`config.mk`:
```
export PLATFORM = sky130hd
export DESIGN_NAME = link_vc_tx_sched
export DESIGN_NICKNAME = d
export VERILOG_FILES = /design/src/rtl/link_vc_tx_sched.sv
export SDC_FILE = /design/constraint.sdc
export NUM_CORES = 1
export LEC_CHECK = 0
export CORE_MARGIN = 1
export CORE_UTILIZATION = 30
export DETAILED_ROUTE_END_ITERATION = 12
export SLEW_MARGIN = 30
export SYNTH_ARGS = -nofsm -noshare
export SYNTH_HDL_FRONTEND = slang
export SYNTH_SLANG_ARGS = --single-unit
```
`constraint.sdc`:
```
create_clock -name clk -period 2.6 [get_ports clk]
set_input_delay 0.39 -clock clk [delete_from_list [all_inputs] [get_ports clk]]
set_output_delay 0.39 -clock clk [all_outputs]
set_load 0.03 [all_outputs]
```
`src/rtl/link_vc_tx_sched.sv`:
```
// Three-VC round-robin packet scheduler onto one 16-bit link transmit stream.
// Optional build macro LINK_TX_MAXLEN_CHECK_EN adds max-length truncation with a DRAIN state.
module link_vc_tx_sched #(
  parameter int MAX_WORDS = 20
) (
  input  logic        clk,
  input  logic        rst_n,
  input  logic [2:0]  i_vc_valid,
  input  logic [2:0]  i_vc_sop,
  input  logic [2:0]  i_vc_eop,
  input  logic [47:0] i_vc_data,
  output logic [2:0]  o_vc_ready,
  input  logic        i_link_up,
  input  logic [2:0]  i_link_xoff,
  output logic        o_link_valid,
  output logic        o_link_sop,
  output logic        o_link_eop,
  output logic [15:0] o_link_data,
  output logic        o_busy,
  output logic [1:0]  o_cur_vc,
  output logic        o_proto_err
);

  if (MAX_WORDS < 2 || MAX_WORDS > 255) begin : g_bad_max_words
    $error("MAX_WORDS must be in 2..255");
  end

`ifdef LINK_TX_MAXLEN_CHECK_EN
  typedef enum logic [1:0] {IDLE = 2'd0, SEND = 2'd1, DRAIN = 2'd2} state_t;
  localparam logic [7:0] MAX_CNT = 8'(MAX_WORDS);
  logic [7:0] cnt_q, cnt_d;
`else
  typedef enum logic [1:0] {IDLE = 2'd0, SEND = 2'd1} state_t;
`endif

  state_t      state_q, state_d;
  logic [1:0]  ptr_q, ptr_d;
  logic [1:0]  cur_q, cur_d;
  logic        bubble_q, bubble_d;
  logic [2:0]  elig;
  logic        gnt_vld;
  logic [1:0]  gnt;
  logic [1:0]  scan_vc;
  logic        xfer, fwd_sop, fwd_eop, err;
  logic [15:0] fwd_data;

  function automatic logic [1:0] next_vc(input logic [1:0] v);
    return (v == 2'd2) ? 2'd0 : v + 2'd1;
  endfunction

  function automatic logic [15:0] vc_word(input logic [47:0] d, input logic [1:0] v);
    case (v)
      2'd0:    return d[15:0];
      2'd1:    return d[31:16];
      default: return d[47:32];
    endcase
  endfunction

  // xoff and link_up only matter here; a started packet ignores them.
  // bubble_q blocks the grant in the cycle right after any packet end.
  assign elig = i_vc_valid & i_vc_sop & ~i_link_xoff & {3{i_link_up & ~bubble_q}};

  always_comb begin
    gnt_vld = 1'b0;
    gnt     = 2'd0;
    scan_vc = ptr_q;
    for (int k = 0; k < 3; k++) begin
      if (!gnt_vld && elig[scan_vc]) begin
        gnt_vld = 1'b1;
        gnt     = scan_vc;
      end
      scan_vc = next_vc(scan_vc);
    end
  end

  // Handshake: a word moves on a VC exactly when i_vc_valid[v] & o_vc_ready[v].
  always_comb begin
    state_d    = state_q;
    ptr_d      = ptr_q;
    cur_d      = cur_q;
    bubble_d   = 1'b0;
    o_vc_ready = 3'b000;
    xfer       = 1'b0;
    fwd_sop    = 1'b0;
    fwd_eop    = 1'b0;
    fwd_data   = 16'h0000;
    err        = 1'b0;
`ifdef LINK_TX_MAXLEN_CHECK_EN
    cnt_d      = cnt_q;
`endif
    case (state_q)
      IDLE: begin
        // Stray non-sop words are swallowed so a broken source cannot stall.
        o_vc_ready = i_vc_valid & ~i_vc_sop;
        err        = |(i_vc_valid & ~i_vc_sop);
        if (gnt_vld) begin
          o_vc_ready[gnt] = 1'b1;
          xfer     = 1'b1;
          fwd_sop  = 1'b1;
          fwd_eop  = i_vc_eop[gnt];
          fwd_data = vc_word(i_vc_data, gnt);
          if (i_vc_eop[gnt]) begin
            ptr_d    = next_vc(gnt);
            bubble_d = 1'b1;
          end else begin
            state_d = SEND;
            cur_d   = gnt;
`ifdef LINK_TX_MAXLEN_CHECK_EN
            cnt_d   = 8'd1;
`endif
          end
        end
      end
      SEND: begin
        o_vc_ready[cur_q] = 1'b1;
        if (i_vc_valid[cur_q]) begin
          xfer     = 1'b1;
          fwd_eop  = i_vc_eop[cur_q];
          fwd_data = vc_word(i_vc_data, cur_q);
          err      = i_vc_sop[cur_q];
          if (i_vc_eop[cur_q]) begin
            state_d  = IDLE;
            ptr_d    = next_vc(cur_q);
            bubble_d = 1'b1;
          end
`ifdef LINK_TX_MAXLEN_CHECK_EN
          else if (cnt_q + 8'd1 == MAX_CNT) begin
            fwd_eop = 1'b1;
            err     = 1'b1;
            state_d = DRAIN;
          end
          cnt_d = cnt_q + 8'd1;
`endif
        end
      end
`ifdef LINK_TX_MAXLEN_CHECK_EN
      DRAIN: begin
        o_vc_ready[cur_q] = 1'b1;
        if (i_vc_valid[cur_q] && i_vc_eop[cur_q]) begin
          state_d  = IDLE;
          ptr_d    = next_vc(cur_q);
          bubble_d = 1'b1;
        end
      end
`endif
      default: state_d = IDLE;
    endcase
  end

  always_ff @(posedge clk or negedge rst_n) begin
    if (!rst_n) begin
      state_q      <= IDLE;
      ptr_q        <= 2'd0;
      cur_q        <= 2'd0;
      bubble_q     <= 1'b0;
      o_link_valid <= 1'b0;
      o_link_sop   <= 1'b0;
      o_link_eop   <= 1'b0;
      o_link_data  <= 16'h0000;
      o_busy       <= 1'b0;
      o_cur_vc     <= 2'd3;
      o_proto_err  <= 1'b0;
    end else begin
      state_q      <= state_d;
      ptr_q        <= ptr_d;
      cur_q        <= cur_d;
      bubble_q     <= bubble_d;
      o_link_valid <= xfer;
      o_link_sop   <= fwd_sop;
      o_link_eop   <= fwd_eop;
      o_link_data  <= fwd_data;
      o_busy       <= (state_d != IDLE);
      o_cur_vc     <= (state_d != IDLE) ? cur_d : 2'd3;
      o_proto_err  <= err;
    end
  end

`ifdef LINK_TX_MAXLEN_CHECK_EN
  always_ff @(posedge clk or negedge rst_n) begin
    if (!rst_n) cnt_q <= 8'd0;
    else        cnt_q <= cnt_d;
  end
`endif

endmodule

```
======== After elaboration in Yosys (flattened, before gate mapping) ========
Index checks and enable logic that the tools add are counted.
cells by class
  $add $sub $neg .......................... 4
  order comparisons ....................... 7
  equal/unequal tests ..................... 11
  muxes and demuxes ....................... 63
  bitwise gates (word level) .............. 9
  reduce and logical (&&, ||, !) cells .... 13
operator list
  cell                                                 count
  case mux 16 bit (2 select lines)                     3
  two-way mux 2 bit                                    19
  two-way mux 16 bit                                   2
  two-way mux 1 bit                                    22
  < comparator 2 x 3 -> 1 bit, second input constant   5
  binary-select mux 1 bit (select 2 bit)               7
  AND 3 bit                                            4
  adder 2 x 1 -> 2 bit, second input constant          4
  equality test 2 bit, second input constant           4
  != test 2 bit, second input constant                 4
  case mux 1 bit (2 select lines)                      4
  case mux 2 bit (2 select lines)                      2
  equality test 2 x 1 -> 1 bit, second input constant  3
  zero test 2 bit                                      3
  inverter 3 bit                                       2
  case mux 3 bit (2 select lines)                      1
  AND reduction 5 bit                                  1
  demux 1 bit (select 2 bit)                           2
  >= comparator 2 x 1 -> 1 bit, second input constant  2
  logical AND 1 bit                                    4
  nonzero test 2 bit                                   2
  two-way mux 3 bit                                    1
  bitwise OR 3 bit                                     1
  OR reduction 3 bit                                   1
  other kinds (3)                                      4
word-level totals
  register bits ........................... 30
  input bits .............................. 63
  output and inout bits ................... 26
  logic and storage cells ................. 118

======== Longest topological paths before layout ========
  depth in word-level cells ............... 19
  depth in mapped cells ................... 8
  mapped depth without buffers ............ 6

======== Worst setup path after synthesis ========
No wires, ideal clock.
  path type ............................... input to output
  start ................................... input i_link_xoff[0]
  end ..................................... output o_vc_ready[0]
  arrival time ............................ 1.837 ns
  data required time ...................... 2.210 ns
  setup slack ............................. 0.373 ns
  cell stages on the path ................. 6
  path buffers ............................ 1
  cells stage by stage .................... nand3b_1 > o211a_1 > a22oi_2 > clkbuf_1 > nand2_1 > o21ai_0
on the way
  word-level cells in the longest chain between the ends .. 19
  elaborated cells between the ends (all ways) .. 27
  classes of those cells .................. 2 x order compare; 16 x mux; 4 x bitwise; 5 x reduce/logical
RTL lines
  element                                                                                            RTL line  source
  from (decl)                                                                                        14        input logic [2:0] i_link_xoff,
  inverter 3 bit (*)                                                                                 61        assign elig = i_vc_valid & i_vc_sop & ~i_link_xoff & {3{i_link_up & ~bubble_q}};
  AND 3 bit (*) (2 in a row)                                                                         61
  binary-select mux 1 bit (select 2 bit)                                                             68        if (!gnt_vld && elig[scan_vc]) begin
  two-way mux 1 bit (implied by the code)                                                            68
  two-way mux 1 bit                                                                                  68
  zero test 1 bit                                                                                    68
  logical AND 1 bit                                                                                  68
  two-way mux 1 bit                                                                                  68
  [... 2 more ...]                                                                                   -
  two-way mux 2 bit                                                                                  68
  < comparator 2 x 3 -> 1 bit (implied by the code) or >= comparator 2 x 1 -> 1 bit (tied branches)  97        o_vc_ready[gnt] = 1'b1;
  logical AND 1 bit (implied by the code)                                                            97
  two-way mux 1 bit (implied by the code)                                                            97
  demux 1 bit (select 2 bit)                                                                         97
  bitwise OR 3 bit (no source line)                                                                  -
  two-way mux 3 bit (*)                                                                              96        if (gnt_vld) begin
  case mux 3 bit (2 select lines) (*)                                                                91        case (state_q)
  to (decl)                                                                                          12        output logic [2:0] o_vc_ready,
Every way passes the cells marked *; elsewhere a longest branch is shown, timed or not. The select of a mux whose other input is x is not followed.

======== Worst setup path after layout ========
  start ................................... input i_vc_valid[0]
  end ..................................... output o_vc_ready[2]
on the way
  word-level cells in the longest chain between the ends .. 19
  elaborated cells between the ends (all ways) .. 27
  classes of those cells .................. 2 x order compare; 16 x mux; 4 x bitwise; 5 x reduce/logical
RTL lines
  element                                                                                            RTL line  source
  from (decl)                                                                                        8         input logic [2:0] i_vc_valid,
  AND 3 bit (*) (3 in a row)                                                                         61
  binary-select mux 1 bit (select 2 bit)                                                             68
  two-way mux 1 bit (implied by the code)                                                            68
  two-way mux 1 bit                                                                                  68
  zero test 1 bit                                                                                    68
  logical AND 1 bit                                                                                  68
  two-way mux 1 bit                                                                                  68
  zero test 1 bit                                                                                    68
  logical AND 1 bit                                                                                  68
  two-way mux 2 bit                                                                                  68
  < comparator 2 x 3 -> 1 bit (implied by the code) or >= comparator 2 x 1 -> 1 bit (tied branches)  97
  logical AND 1 bit (implied by the code)                                                            97
  two-way mux 1 bit (implied by the code)                                                            97
  demux 1 bit (select 2 bit)                                                                         97
  bitwise OR 3 bit (no source line)                                                                  -
  two-way mux 3 bit (*)                                                                              96
  case mux 3 bit (2 select lines) (*)                                                                91
Marks and branches as above.

==> summary.txt <==
Drt
  • Max Used Layer: met4
  • WL/cell: 16.4 µm
  • 1st-iter DRT viols: 158
  • Antenna-violating nets left: 0
  • Met2 WL post-DR: 3060 µm
  • Met1 wire length: 3020 µm
  • DRC viols: 0
  • DR pass1 iterations: 7
  • Total number of vias: 2,121
  • Met3 routed wirelength: 376 µm
  • Vias/cell: 5.34
  • Drt total wl: 6500 µm

CTS
  • Clk buf depth: 2
  • CTS Root Cell: clkbuf_8
  • # hold bufs at CTS: 0
  • Htree depth: 2
  • CTS tree: built
  • Clock-pin slew on the worst setup and hold paths: 60 ps
  • Worst skew pair latency: 280 ps
  • CTS buffer count: 5
  • # clock sinks: 29

Synth
  • Post-synthesis mux area share: 10.4%
  • Mapped Nets: 288
  • Post-Synth Simple-Gate Area: 21.0%
  • Post-synthesis async set-or-reset flop share: 100%
  • Syn_area_per_cell: 9.21 µm²
  • Post-synth EDFFs: 0
  • Post-Synthesis Cells: 225
  • Number of synthesized register bits: 29
  • Top_reg_cell synth: dfrtp_1
  • Mapped Area: 0.00207 mm²
  • Post-Synth Adder-Cell Area: 0%
  • Seq/Total Area, Yosys: 35.1%
  • Synth warnings: 0
  • Synth Area in Compound Gates: 29.2%
  • Main combinational cell family by area after synthesis: compound AO/OA/AOI/OAI gates
  • Xor/xnor share of the synthesized area: 0%
  • Synth cell types: 49

Setup path
  • CP max FO: 5
  • CP max-delay cell: clkdlybuf4s50_1
  • Critical path launch point type: input pin
  • Slowest stage delay, CP: 530 ps
  • Worst EP arrival: 2080 ps
  • Worst EP required: 2210 ps
  • Setup CP Type: in -> out
  • Crit path capture type: output pin
  • Worst-path cell chain: clkdlybuf4s50_1 > nand3b_1 > nor2b_1 > a2111o_1 > o22ai_1 > buf_4

Cells and area
  • Util after Layout: 49.3%
  • Nets: 382
  • Fraction of layout cells with a size suffix above 1: 12.2%
  • # diodes: 0
  • P&R area growth vs syn: 54.5%

Floorplan
  • Initial core utilization: 31.9%
  • Cell row count: 29
  • I/O pin count: 89
  • Die Width: 85.1 µm
  • Full die area: 0.00724 mm²
  • Die height: 85.1 µm
  • Core ar.: 0.00649 mm²

Power
  • Combinational share of power: 32.0%
  • Register share of total power: 34.8%
  • Int Pwr: 1030 µW
  • P_sw: 447 µW
  • Max VDD drop: 0.211 mV
  • PD cells: 460 mW/mm²
  • Sw frac: 30.4%
  • Lkg Pwr: 0.00129 µW
  • Clock share of power: 33.2%

Timing
  • Final Cycle Share: 95.0%
  • Setup violators final: 0
  • Final Hold Fails: 0
  • Final period demand of the worst path: 2470 ps
  • Fin. max-slew vios: 0
  • RSZ-0062 raised after global routing: no
  • Clock skew: 8.23 ps
  • Max frequency: 405 MHz
  • Setup Total Neg Slack: 0 ps

Hold path
  • Worst hold-check path type: in -> async

GRT
  • First-pass GRT wire length: 10,600 µm
  • Remaining Overflow, GRT: 0
  • Vias in the first global route: 2,091
  • Initial antenna violation count: 0
  • Largest net degree at the start of global routing: 31
  • Total track usage: 18.7%

Job
  • Max-cap violations: 0

Placed design
  • Port bufs: 88
  • Global placement routability congestion: 0.852
  • DP Wirelength: 4730 µm

Status
  • Outcome: finished, final reports clean
[power groups by stage]
stage | clock network [µW] | registers, µW | logic, µW
final | 489 | 513 | 472
after global routing | 528 | 515 | 514
after CTS | 506 | 512 | 471
after detailed placement | 0 | 521 | 469
after global placement | 0 | 522 | 465
after floorplan | 0 | 534 | 234
[kinds of logic (layout without fill, tap and decap cells)]
| logic type | Yosys count | in the layout |
|---|---|---|
| flops | 29 | 29 |
| simple gates | 78 | 78 |
| other cells | 1 | 1 |
| compound gates | 76 | 76 |
| buf+inv | 20 | 115 |
| mux | 21 | 21 |
[cell usage after synthesis (all sizes together) (3+ instances only)]
library cell / number / share of area, %
or2b: 8 / 2.9
o21ai: 20 / 4.8
a31oi: 4 / 1.2
inv: 4 / 0.72
and2: 4 / 1.2
nand3: 4 / 0.97
nand2: 28 / 5.2
nand2b: 13 / 4.3
mux2i: 20 / 9.7
buf: 8 / 1.9
a21oi: 3 / 0.72
clkbuf: 8 / 1.4
a32o: 15 / 7.2
nor2: 7 / 1.3
o22a: 16 / 6.8
nor2b: 4 / 1.2
dfrtp: 27 / 33
[worst max-delay path: cells and delay by family]
family / cells / cell delay, ps
AOI/OAI and AO/OA: 2 / 720
buffers and inverters: 2 / 720
and+or+nand+nor: 2 / 250
[final timing paths]
kind / start / slack [ps] / end / cells past startpoint
worst max-delay path: i_vc_valid[0] / 130 / o_vc_ready[2] / 6
worst min-delay path: rst_n / 500 / o_link_valid / 2
worst max register to register: ptr_q[1] / 530 / cur_q[0] / 6
worst min register to register: ptr_q[0] / 600 / ptr_q[0] / 2
max in group asynchronous: rst_n / 1770 / o_cur_vc[1] / 2
min in group clk: ptr_q[0] / 600 / ptr_q[0] / 2
[per-layer routing]
metal	GRT usage, %	vias up
met4	4.62	0
li1	-	1029
met3	4.38	5
met2	30.6	69
met1	25.0	1018
met5	0	-
[cell usage in the layout, fill, tap and decap left out, types with 6 or more instances in the layout]
| cell type | synthesis | routed |
|---|---|---|
| nor2_1 | 7 | 7 |
| or2b_1 | 8 | 8 |
| nand2b_1 | 12 | 12 |
| dfrtp_1 | 27 | 27 |
| clkdlybuf4s50_1 | 0 | 85 |
| buf_4 | 1 | 18 |
| mux2i_1 | 20 | 20 |
| nand2_1 | 27 | 27 |
| o22a_1 | 15 | 15 |
| clkbuf_8 | 0 | 6 |
| a32o_1 | 15 | 15 |
| o21ai_0 | 20 | 20 |
[area by class of cell]
| cell class | instances | area (µm²) |
|---|---|---|
| sequential | 29 | 728 |
| timing repair buffer | 103 | 986 |
| clock buffer | 7 | 86.3 |
| tap | 77 | 96.3 |
| multi-input combinational | 176 | 1260 |
| fill | 605 | 3290 |
| clock inverter | 1 | 30.0 |
| inverter | 4 | 15.0 |
[sequential cells by signal (all words and copies together), names as in the netlist]
signal	flops
bubble_q	1
cur_q	2
o_busy	1
o_cur_vc	2
o_link_data	16
o_link_sop	1
o_link_valid	1
o_proto_err	1
ptr_q	2
state_q	2
[timing repair]
action                                  CTS  global route
resized for setup                         0             1
endpoints found under the setup margin    0             3
buffers inserted                          0             2
hold endpoints to repair                  0             0
[stage by stage]
stage	worst slack, ps	cells	instance area [µm²]	total power [µW]	hold slack (ps)
floorplan	373	225	2070	768	94.4
global route	15.4	397	3200	1560	524
detailed placement	49.1	387	3070	990	582
finish	130	397	3200	1470	505
global placement	52.8	387	3070	988	579
CTS	87.7	395	3190	1490	518
No activity file was read; power rests on OpenSTA's default activity.
